## src/rtl/hcms_serial_frame_tx.sv

```systemverilog
// ---------------------------------------------------------------------------
// hcms_serial_frame_tx
//   Serial frame transmitter for HCMS-29xx dot-matrix displays, including
//   cascaded device chains. Words are accepted on a valid/ready stream. They
//   are grouped into frames delimited by s_last. Each frame is shifted out
//   MSB-first inside one n_ce window. reg_sel is latched from the first word
//   of the frame. The block also sequences the display hardware reset.
//
//   State | meaning
//   ------+--------------------------------------------------------------
//   HWRST | n_reset held low for RESET_CYCLES clocks
//   IDLE  | ready for the first word of a frame
//   SETUP | n_ce low, reg_sel settling before the first ser_clk fall
//   LOW   | ser_clk low, ser_data presents the current bit
//   HIGH  | ser_clk high, display samples on the rising edge
//   WAIT  | mid-frame stall, waiting for the next word
//   HOLD  | n_ce still low after the last rising edge
//   GAP   | n_ce high, minimum spacing before the next frame
//
// Ports
//   clk, reset        system clock, synchronous active-high reset
//   s_valid/s_ready   word handshake; s_data word (MSB first), s_last ends
//                     the frame, s_cmd is the register select of the frame
//   disp_reset_req    one-cycle request for a display reset sequence
//   busy, frame_done  status: busy outside IDLE, pulse at end of frame
//   ser_data, ser_clk, reg_sel, n_ce, n_reset   display pins
// ---------------------------------------------------------------------------
module hcms_serial_frame_tx #(
  parameter int WORD_BITS    = 8,
  parameter int CLK_DIV      = 2,
  parameter int SETUP_CYCLES = 2,
  parameter int CE_HOLD      = 1,
  parameter int CE_GAP       = 2,
  parameter int RESET_CYCLES = 16
) (
  input  logic                 clk,
  input  logic                 reset,
  input  logic                 s_valid,
  output logic                 s_ready,
  input  logic [WORD_BITS-1:0] s_data,
  input  logic                 s_last,
  input  logic                 s_cmd,
  input  logic                 disp_reset_req,
  output logic                 busy,
  output logic                 frame_done,
  output logic                 ser_data,
  output logic                 ser_clk,
  output logic                 reg_sel,
  output logic                 n_ce,
  output logic                 n_reset
);

  localparam int MAX_AB   = (CLK_DIV > SETUP_CYCLES) ? CLK_DIV : SETUP_CYCLES;
  localparam int MAX_CD   = (CE_HOLD > CE_GAP) ? CE_HOLD : CE_GAP;
  localparam int MAX_ABCD = (MAX_AB > MAX_CD) ? MAX_AB : MAX_CD;
  localparam int MAX_ALL  = (MAX_ABCD > RESET_CYCLES) ? MAX_ABCD : RESET_CYCLES;
  localparam int PW       = $clog2(MAX_ALL + 1);
  localparam int BW       = $clog2(WORD_BITS);

  localparam logic [PW-1:0] LD_DIV   = PW'(CLK_DIV - 1);
  localparam logic [PW-1:0] LD_SETUP = PW'(SETUP_CYCLES - 1);
  localparam logic [PW-1:0] LD_HOLD  = PW'(CE_HOLD - 1);
  localparam logic [PW-1:0] LD_GAP   = PW'(CE_GAP - 1);
  localparam logic [PW-1:0] LD_RST   = PW'(RESET_CYCLES - 1);
  localparam logic [BW-1:0] LAST_BIT = BW'(WORD_BITS - 1);

  localparam logic [2:0] ST_HWRST = 3'd0;
  localparam logic [2:0] ST_IDLE  = 3'd1;
  localparam logic [2:0] ST_SETUP = 3'd2;
  localparam logic [2:0] ST_LOW   = 3'd3;
  localparam logic [2:0] ST_HIGH  = 3'd4;
  localparam logic [2:0] ST_WAIT  = 3'd5;
  localparam logic [2:0] ST_HOLD  = 3'd6;
  localparam logic [2:0] ST_GAP   = 3'd7;

  logic [2:0]           state;
  logic [PW-1:0]        phase_cnt;
  logic [BW-1:0]        bit_cnt;
  logic [WORD_BITS-1:0] shreg;
  logic                 last_q;
  logic                 reset_pend;

  logic hs;
  logic phase_tc;
  logic boundary_due;

  assign hs           = s_valid && s_ready;
  assign phase_tc     = (phase_cnt == '0);
  // Current bit is the last of a word and the frame continues: the next
  // word may be taken in the final clock of this bit's HIGH phase.
  assign boundary_due = (bit_cnt == LAST_BIT) && !last_q;

  always_ff @(posedge clk) begin
    if (reset) begin
      state      <= ST_HWRST;
      phase_cnt  <= LD_RST;
      bit_cnt    <= '0;
      shreg      <= '0;
      last_q     <= 1'b0;
      reset_pend <= 1'b0;
      s_ready    <= 1'b0;
      busy       <= 1'b1;
      frame_done <= 1'b0;
      ser_data   <= 1'b0;
      ser_clk    <= 1'b1;
      reg_sel    <= 1'b0;
      n_ce       <= 1'b1;
      n_reset    <= 1'b0;
    end else begin
      frame_done <= 1'b0;
      if (disp_reset_req && state != ST_IDLE)
        reset_pend <= 1'b1;

      case (state)
        ST_HWRST: begin
          if (phase_tc) begin
            n_reset <= 1'b1;
            busy    <= 1'b0;
            state   <= ST_IDLE;
            // A request that arrives meanwhile keeps the stream closed so
            // the next IDLE cycle can service it.
            s_ready <= !(reset_pend || disp_reset_req);
          end else begin
            phase_cnt <= phase_cnt - PW'(1);
          end
        end

        ST_IDLE: begin
          if (reset_pend || (disp_reset_req && !hs)) begin
            reset_pend <= 1'b0;
            n_reset    <= 1'b0;
            busy       <= 1'b1;
            s_ready    <= 1'b0;
            phase_cnt  <= LD_RST;
            state      <= ST_HWRST;
          end else if (hs) begin
            // A request coinciding with an accepted word waits for the frame.
            if (disp_reset_req)
              reset_pend <= 1'b1;
            shreg     <= s_data;
            last_q    <= s_last;
            bit_cnt   <= '0;
            reg_sel   <= s_cmd;
            n_ce      <= 1'b0;
            busy      <= 1'b1;
            s_ready   <= 1'b0;
            phase_cnt <= LD_SETUP;
            state     <= ST_SETUP;
          end
        end

        ST_SETUP: begin
          if (phase_tc) begin
            ser_clk   <= 1'b0;
            ser_data  <= shreg[WORD_BITS-1];
            phase_cnt <= LD_DIV;
            state     <= ST_LOW;
          end else begin
            phase_cnt <= phase_cnt - PW'(1);
          end
        end

        ST_LOW: begin
          if (phase_tc) begin
            ser_clk   <= 1'b1;
            phase_cnt <= LD_DIV;
            state     <= ST_HIGH;
            // With a one-clock HIGH phase the boundary clock is its first.
            s_ready   <= (CLK_DIV == 1) && boundary_due;
          end else begin
            phase_cnt <= phase_cnt - PW'(1);
          end
        end

        ST_HIGH: begin
          if (!phase_tc) begin
            phase_cnt <= phase_cnt - PW'(1);
            if (phase_cnt == PW'(1) && boundary_due)
              s_ready <= 1'b1;
          end else begin
            s_ready <= 1'b0;
            if (bit_cnt != LAST_BIT) begin
              shreg     <= {shreg[WORD_BITS-2:0], 1'b0};
              ser_data  <= shreg[WORD_BITS-2];
              bit_cnt   <= bit_cnt + BW'(1);
              ser_clk   <= 1'b0;
              phase_cnt <= LD_DIV;
              state     <= ST_LOW;
            end else if (last_q) begin
              phase_cnt <= LD_HOLD;
              state     <= ST_HOLD;
            end else if (hs) begin
              shreg     <= s_data;
              ser_data  <= s_data[WORD_BITS-1];
              last_q    <= s_last;
              bit_cnt   <= '0;
              ser_clk   <= 1'b0;
              phase_cnt <= LD_DIV;
              state     <= ST_LOW;
            end else begin
              s_ready <= 1'b1;
              state   <= ST_WAIT;
            end
          end
        end

        ST_WAIT: begin
          if (s_valid) begin
            shreg     <= s_data;
            ser_data  <= s_data[WORD_BITS-1];
            last_q    <= s_last;
            bit_cnt   <= '0;
            ser_clk   <= 1'b0;
            s_ready   <= 1'b0;
            phase_cnt <= LD_DIV;
            state     <= ST_LOW;
          end
        end

        ST_HOLD: begin
          if (phase_tc) begin
            n_ce       <= 1'b1;
            frame_done <= 1'b1;
            phase_cnt  <= LD_GAP;
            state      <= ST_GAP;
          end else begin
            phase_cnt <= phase_cnt - PW'(1);
          end
        end

        ST_GAP: begin
          if (phase_tc) begin
            busy    <= 1'b0;
            s_ready <= !(reset_pend || disp_reset_req);
            state   <= ST_IDLE;
          end else begin
            phase_cnt <= phase_cnt - PW'(1);
          end
        end

        default: begin
          n_reset   <= 1'b0;
          n_ce      <= 1'b1;
          ser_clk   <= 1'b1;
          busy      <= 1'b1;
          s_ready   <= 1'b0;
          phase_cnt <= LD_RST;
          state     <= ST_HWRST;
        end
      endcase
    end
  end

endmodule

```

## config.mk

```make
export PLATFORM = sky130hd
export DESIGN_NAME = hcms_serial_frame_tx
export DESIGN_NICKNAME = d
export VERILOG_FILES = /design/src/rtl/hcms_serial_frame_tx.sv
export SDC_FILE = /design/constraint.sdc
export NUM_CORES = 1
export LEC_CHECK = 0
export ABC_AREA = 1
export CORE_MARGIN = 2
export CORE_UTILIZATION = 51
export DETAILED_ROUTE_END_ITERATION = 12
export GPL_TIMING_DRIVEN = 0
export HOLD_SLACK_MARGIN = 0.05
export PLACE_DENSITY_LB_ADDON = 0.05
export SLEW_MARGIN = 25
export SYNTH_ARGS = -nofsm -noshare
export SYNTH_HDL_FRONTEND = slang
export SYNTH_SLANG_ARGS = --single-unit
export TNS_END_PERCENT = 10
```

## constraint.sdc

```tcl
create_clock -name clk -period 1.85 [get_ports clk]
set_clock_uncertainty 0.2 [all_clocks]
set_input_delay 0.37 -clock clk [delete_from_list [all_inputs] [get_ports clk]]
set_output_delay 0.37 -clock clk [all_outputs]
set_load 0.03 [all_outputs]
```

==> metrics, run 1 <==
final design utilization=69.2%; NetSw=1.93 mW; clock sink count=29; Synth Cell Area=0.00216 mm^2; Slew Limit Headroom=51.4%; Final WS setup=0.0392 ns; initial DRC count=179; CTS Hold Bufs=0; maximum clock rate=0.552 GHz; sequential share of power=22.1%; root buf cell=clkbuf_8; placed wire-length estimate=4.00 mm; number of fill cells=381; WP data arrival=1.24 ns; Seq cells post-synth=29; Int Power=1.99 mW; cell taking the most area after synthesis=dfxtp_1; most frequent cells in the layout=124 x nand2_1, 47 x nand3_1, 36 x inv_1; CTS buffer count=5; Core Footprint=0.00403 mm^2; initial antenna violation count=0; top_reg_cell synth=dfxtp_1; slowest stage cell, crit path=clkdlybuf4s50_1; Synth async-reset ratio=0%; remaining antenna violation count=0; count of buffer and inverter cells on the critical path=1; vias per std cell=5.32; top-area cell type share of the netlist area=26.9%; first-pass GRT wire length=9.78 mm; Worst-path clk slew=0.05 ns; Reg area=587 um^2; Worst Path Max Fanout=1; Final min period=1.81 ns; vias in the first global route=2145; CP Class=flop to output pin; # H-tree levels=2; Setup crit end kind=output pin; worst min-delay path category=flop to flop; Setup-failing EPs final=0; Skew-Pair Late Insertion Delay=0.29 ns; Final Hold Viols=0; Slew Viols, Final=0; # DRC=0; CTS tree=yes; pre-CTS setup slack=-0.291 ns; crit-path cells=clkdlybuf4s50_1; register area share after synthesis=26.9%; largest net degree at the start of global routing=11; First-pass DRT Iterations=4; synth top area cells=dfxtp_1 27%, nand2_1 23%, nand3_1 11%; Die W=69.0 um; Comb pwr share=64.7%; full die area=0.00476 mm^2; Max Cap Viol=0; Post-Synthesis Mean Instance Area=5.80 um^2; layout cells sized above 1=17.7%; number of enable flip-flop cells after synthesis=0; switching share of power=49.1%; Multi-input gate area=0.00148 mm^2; Clock Path Buffers=2; worst vdd ir=1.00 mV; Post-Syn Nets=392; commonest non-fill, non-tap cell in the layout=nand2_1; Die H=69.0 um; yosys warns=0; Top-Level Pins=22; clock network power share=13.2%; WL/cell=12.9 um; Max stage delay on crit path=0.66 ns; GRT Residual Overflow=0; filler-free cell count of the finished design=462; GR Util All Layers=25.3%; setup_tns=0 ns; Hold WS=0.242 ns; unrepaired setup endpoints after global routing=yes; Leak=1.33 nW; port bufs=20; CP startpoint kind=flop; final wirelength=5.96 mm; Synth cell types=26; Nets=431; Inst Count DP=442; largest delay contributor family on the critical path=buffers and inverters; Critical Path RT=1.28 ns; growth of design area from synthesis to finish=29.3%; Pwr Density=1410 mW/mm^2; final worst-path cycle share=97.9%; transition time of the tightest slew-check pin=0.729 ns; GPL Wtd Cong=0.911; Initial Utilization=53.5%; num rows=23; ANT cells=0; vias=2460; Synth Instances=372; run status=completed
-- power by group through the flow --
| stage | clock network (mW) | logic (mW) | registers (mW) |
|---|---|---|---|
| floorplan | 0 | 1.51 | 0.900 |
| global placement | 0 | 2.01 | 0.866 |
| detailed placement | 0 | 2.01 | 0.867 |
| CTS | 0.525 | 2.12 | 0.856 |
| global route | 0.545 | 2.80 | 0.884 |
| finish | 0.518 | 2.53 | 0.866 |
-- timing repair --
action                     4_1_cts  5_1_grt
hold endpoints to repair         0        0
gates cloned                     1        1
setup buffers                    5        7
pin swaps                        4       10
setup endpoints to repair       29       24
resized for setup               26       36
-- sequential cells by signal, indices dropped and copies added, names as in the netlist --
name        flops
reg_sel         1
reset_pend      1
bit_cnt         3
frame_done      1
state           3
phase_cnt       5
n_ce            1
last_q          1
busy            1
s_ready         1
ser_clk         1
n_reset         1
ser_data        1
shreg           8
-- per-layer routing --
layer	global-route usage, %	part of all wire, %	up-vias
li1	-	-	1261
met1	35.8	48	1110
met2	37.2	44	74
met3	5.12	6.2	15
met4	10.9	2.1	0
met5	0	0	-
-- cell usage after synthesis, drive strengths merged, types with 5 or more instances --
library cell and number:
ha 6, o211ai 7, nand3 49, clkbuf 5
nand2 134, nor2 39, dfxtp 29, inv 43
o21ai 15, a21oi 22, buf 9
-- cell families after synthesis --
kind of cell | share of synthesized area, %
flip-flops | 26.9
buffers and inverters | 11.0
AO/OA/AOI/OAI | 11.4
XOR/XNOR | 1.22
AND/OR/NAND/NOR | 46.0
adder cells (fa/ha/maj) | 3.48
-- layout make-up --
type / count / area share [%]
inverter: 44 / 6.11
sequential: 29 / 21.1
tap: 50 / 2.25
timing repair buffer: 34 / 11.5
multi-input combinational: 285 / 53.1
clock buffer: 8 / 2.87
buffer: 12 / 3.05
-- final timing paths --
kind,from,to,slack [ns],cells after the start
min,ser_clk,ser_clk,0.24,2
min reg2reg,ser_clk,ser_clk,0.24,2
max reg2reg,phase_cnt[1],shreg[6],0.06,12
max,frame_done,frame_done,0.04,1
-- through the flow --
step	total power, mW	instance area, um^2
after global routing	4.23	2790
after floorplan	2.41	2160
final	3.92	2790
after detailed placement	2.88	2420
after CTS	3.50	2580
after global placement	2.87	2420
(Power assumes the default switching activity.)
==> run 2, diff against run 1 <==
- GPL_ROUTABILITY_DRIVEN: unset -> 0
==> results of run 2 <==
Same layout as run 1: the final DEF is identical, and so are final timing and power.
==> run 3, diff against run 2 <==
- CORE_UTILIZATION: 51 -> 57
- REMOVE_ABC_BUFFERS: unset -> 1
- clock period: 1.85 -> 1.8 ns (I/O delays scaled with it)
==> run 3 against run 2 <==
Net effect: the flow now finishes with violations (setup timing); sequential share of layout area is essentially flat; hold slack gained 0.0066 ns; sequential cell count did not move; via count rose by 6.4%; register-to-register slack worse by 0.06 ns; clock-buffer cell count fell by 1; worst setup slack got worse by 0.040 ns; final area increased by 3.1%; first-iteration DRC count grew 49%; clock power up 18%; critical path type is now flop to flop; largest cell class unchanged.
==> metrics, run 3 (synthesized netlist as in run 1, its figures left out) <==
switching share of power=50.5%; WP data arrival=1.81 ns; worst vdd ir=1.30 mV; Die H=65.5 um; full die area=0.00429 mm^2; Pwr Density=1480 mW/mm^2; CTS Hold Bufs=0; Clock Path Buffers=2; remaining antenna violation count=0; CP startpoint kind=flop; CP Class=flop to flop; Initial Utilization=58.9%; ANT cells=0; maximum clock rate=0.555 GHz; unrepaired setup endpoints after global routing=yes; Reg area=604 um^2; Slew Viols, Final=0; Worst-path clk slew=0.06 ns; first-pass GRT wire length=9.95 mm; crit-path cells=inv_2 > nand2_4 > nor2_4 > buf_4 > o211ai_1 > o21ai_0 > nand2_4 > a21oi_2; total chip power=4.27 mW; Reg with most FFs=shreg; Worst Path Max Fanout=15; vias in the first global route=2134; number of fill cells=256; run status=finished, violations left; largest registers=shreg (8), phase_cnt (5); GR Util All Layers=29.8%; growth of design area from synthesis to finish=33.3%; vias=2618; final wirelength=6.77 mm; First-pass DRT Iterations=6; initial DRC count=267; # H-tree levels=2; num rows=22; GRT Residual Overflow=0; Final min period=1.80 ns; vias per std cell=5.74; Die W=65.5 um; initial antenna violation count=0; sequential share of power=24.0%; Leak=1.39 nW; Skew-Pair Late Insertion Delay=0.29 ns; failing checks=setup timing; Max stage delay on crit path=0.37 ns; layout cells sized above 1=21.1%; transition time of the tightest slew-check pin=0.618 ns; Comb pwr share=61.6%; # DRC=0; worst min-delay path category=flop to flop; clock sink count=29; most frequent cells in the layout=123 x nand2_1, 46 x nand3_1, 35 x inv_1; placed wire-length estimate=3.74 mm; final worst-path cycle share=100%; clock network power share=14.4%; port bufs=21; WL/cell=14.9 um; Slew Limit Headroom=58.8%; Setup-failing EPs final=1; Final Hold Viols=0; Core Footprint=0.00366 mm^2; Worst Reg2Reg Path Length in Cells=8; root buf cell=clkbuf_8; Int Power=2.11 mW; pre-CTS setup slack=-0.982 ns; Critical Path RT=1.81 ns; Most Frequent Cell on Critical Path=nand2_4; max FFs per register=8; slowest stage cell, crit path=dfxtp_2; setup_tns=-0.000959 ns; NetSw=2.16 mW; Nets=427; Setup crit end kind=flop; Top-Level Pins=22; Inst Count DP=427; filler-free cell count of the finished design=456; Min-Delay Path Depth=2; commonest non-fill, non-tap cell in the layout=nand2_1; largest net degree at the start of global routing=23; Multi-input gate area=0.00157 mm^2; CTS tree=yes; CTS buffer count=5; Final WS setup=-0.000959 ns; Max Cap Viol=0; final design utilization=78.5%
[run 3: cell count changes in the layout (fill, tap and decap cells not counted), sizes merged]
cell	previous run	this run
buf	21	20
clkdlybuf4s50	13	11
clkdlybuf4s15	0	2
clkbuf	13	7
dlymetal6s2s	1	0
clkinv	0	1
dlygate4sd2	6	7
nor2	39	40
nand3	49	50
[run 3: layout make-up]
cell class | count | share of cell area, %
inverters | 44 | 6.18
flip-flops and latches | 29 | 21.0
repair buffers | 40 | 12.5
well taps | 48 | 2.09
multi-input cells | 287 | 54.6
clock inverters | 1 | 0.174
clock buffers | 7 | 3.35
[run 3: worst max-delay path, delay by kind of cell (launching register included)]
kind / cells / cell delay (ns)
flip-flops: 1 / 0.37
buffers and inverters: 2 / 0.32
AND/OR/NAND/NOR: 3 / 0.40
AO/OA/AOI/OAI: 3 / 0.42
[run 3: repair_timing]
| action | in CTS | in global routing |
|---|---|---|
| gates resized for setup | 45 | 45 |
| cloned | 2 | 0 |
| endpoints found under the setup margin | 36 | 23 |
| setup buffers | 9 | 10 |
| pin swaps | 4 | 11 |
[run 3: metrics by stage]
stage | hold WS, ns | cell area [um^2]
5_1_grt | 0.267 | 2870
4_1_cts | 0.258 | 2670
6_report | 0.249 | 2870
3_3_place_gp | 0.239 | 2350
3_5_place_dp | 0.242 | 2350
2_1_floorplan | 0.222 | 2080
[run 3: final timing paths]
kind / startpoint / end / slack, ns
hold / removal: ser_clk / ser_clk / 0.25
setup reg to reg: state[1] / bit_cnt[2] / -0.001
hold reg to reg: ser_clk / ser_clk / 0.25
setup / recovery: state[1] / bit_cnt[2] / -0.001
[run 3: layer usage]
layer / track usage [%] / vias up / part of all wire [%]
met5: 0 / - / 0
met2: 45.8 / 130 / 48
met1: 42.2 / 1192 / 42
li1: - / 1267 / -
met3: 5.99 / 29 / 7.9
met4: 8.85 / 0 / 2.5
[run 3: power by group through the flow]
stage | logic (mW) | clock network [mW] | registers (mW)
2_1_floorplan | 1.37 | 0 | 0.990
3_3_place_gp | 1.84 | 0 | 0.973
3_5_place_dp | 1.86 | 0 | 0.977
4_1_cts | 2.16 | 0.615 | 1.01
5_1_grt | 2.90 | 0.651 | 1.04
6_report | 2.63 | 0.613 | 1.02
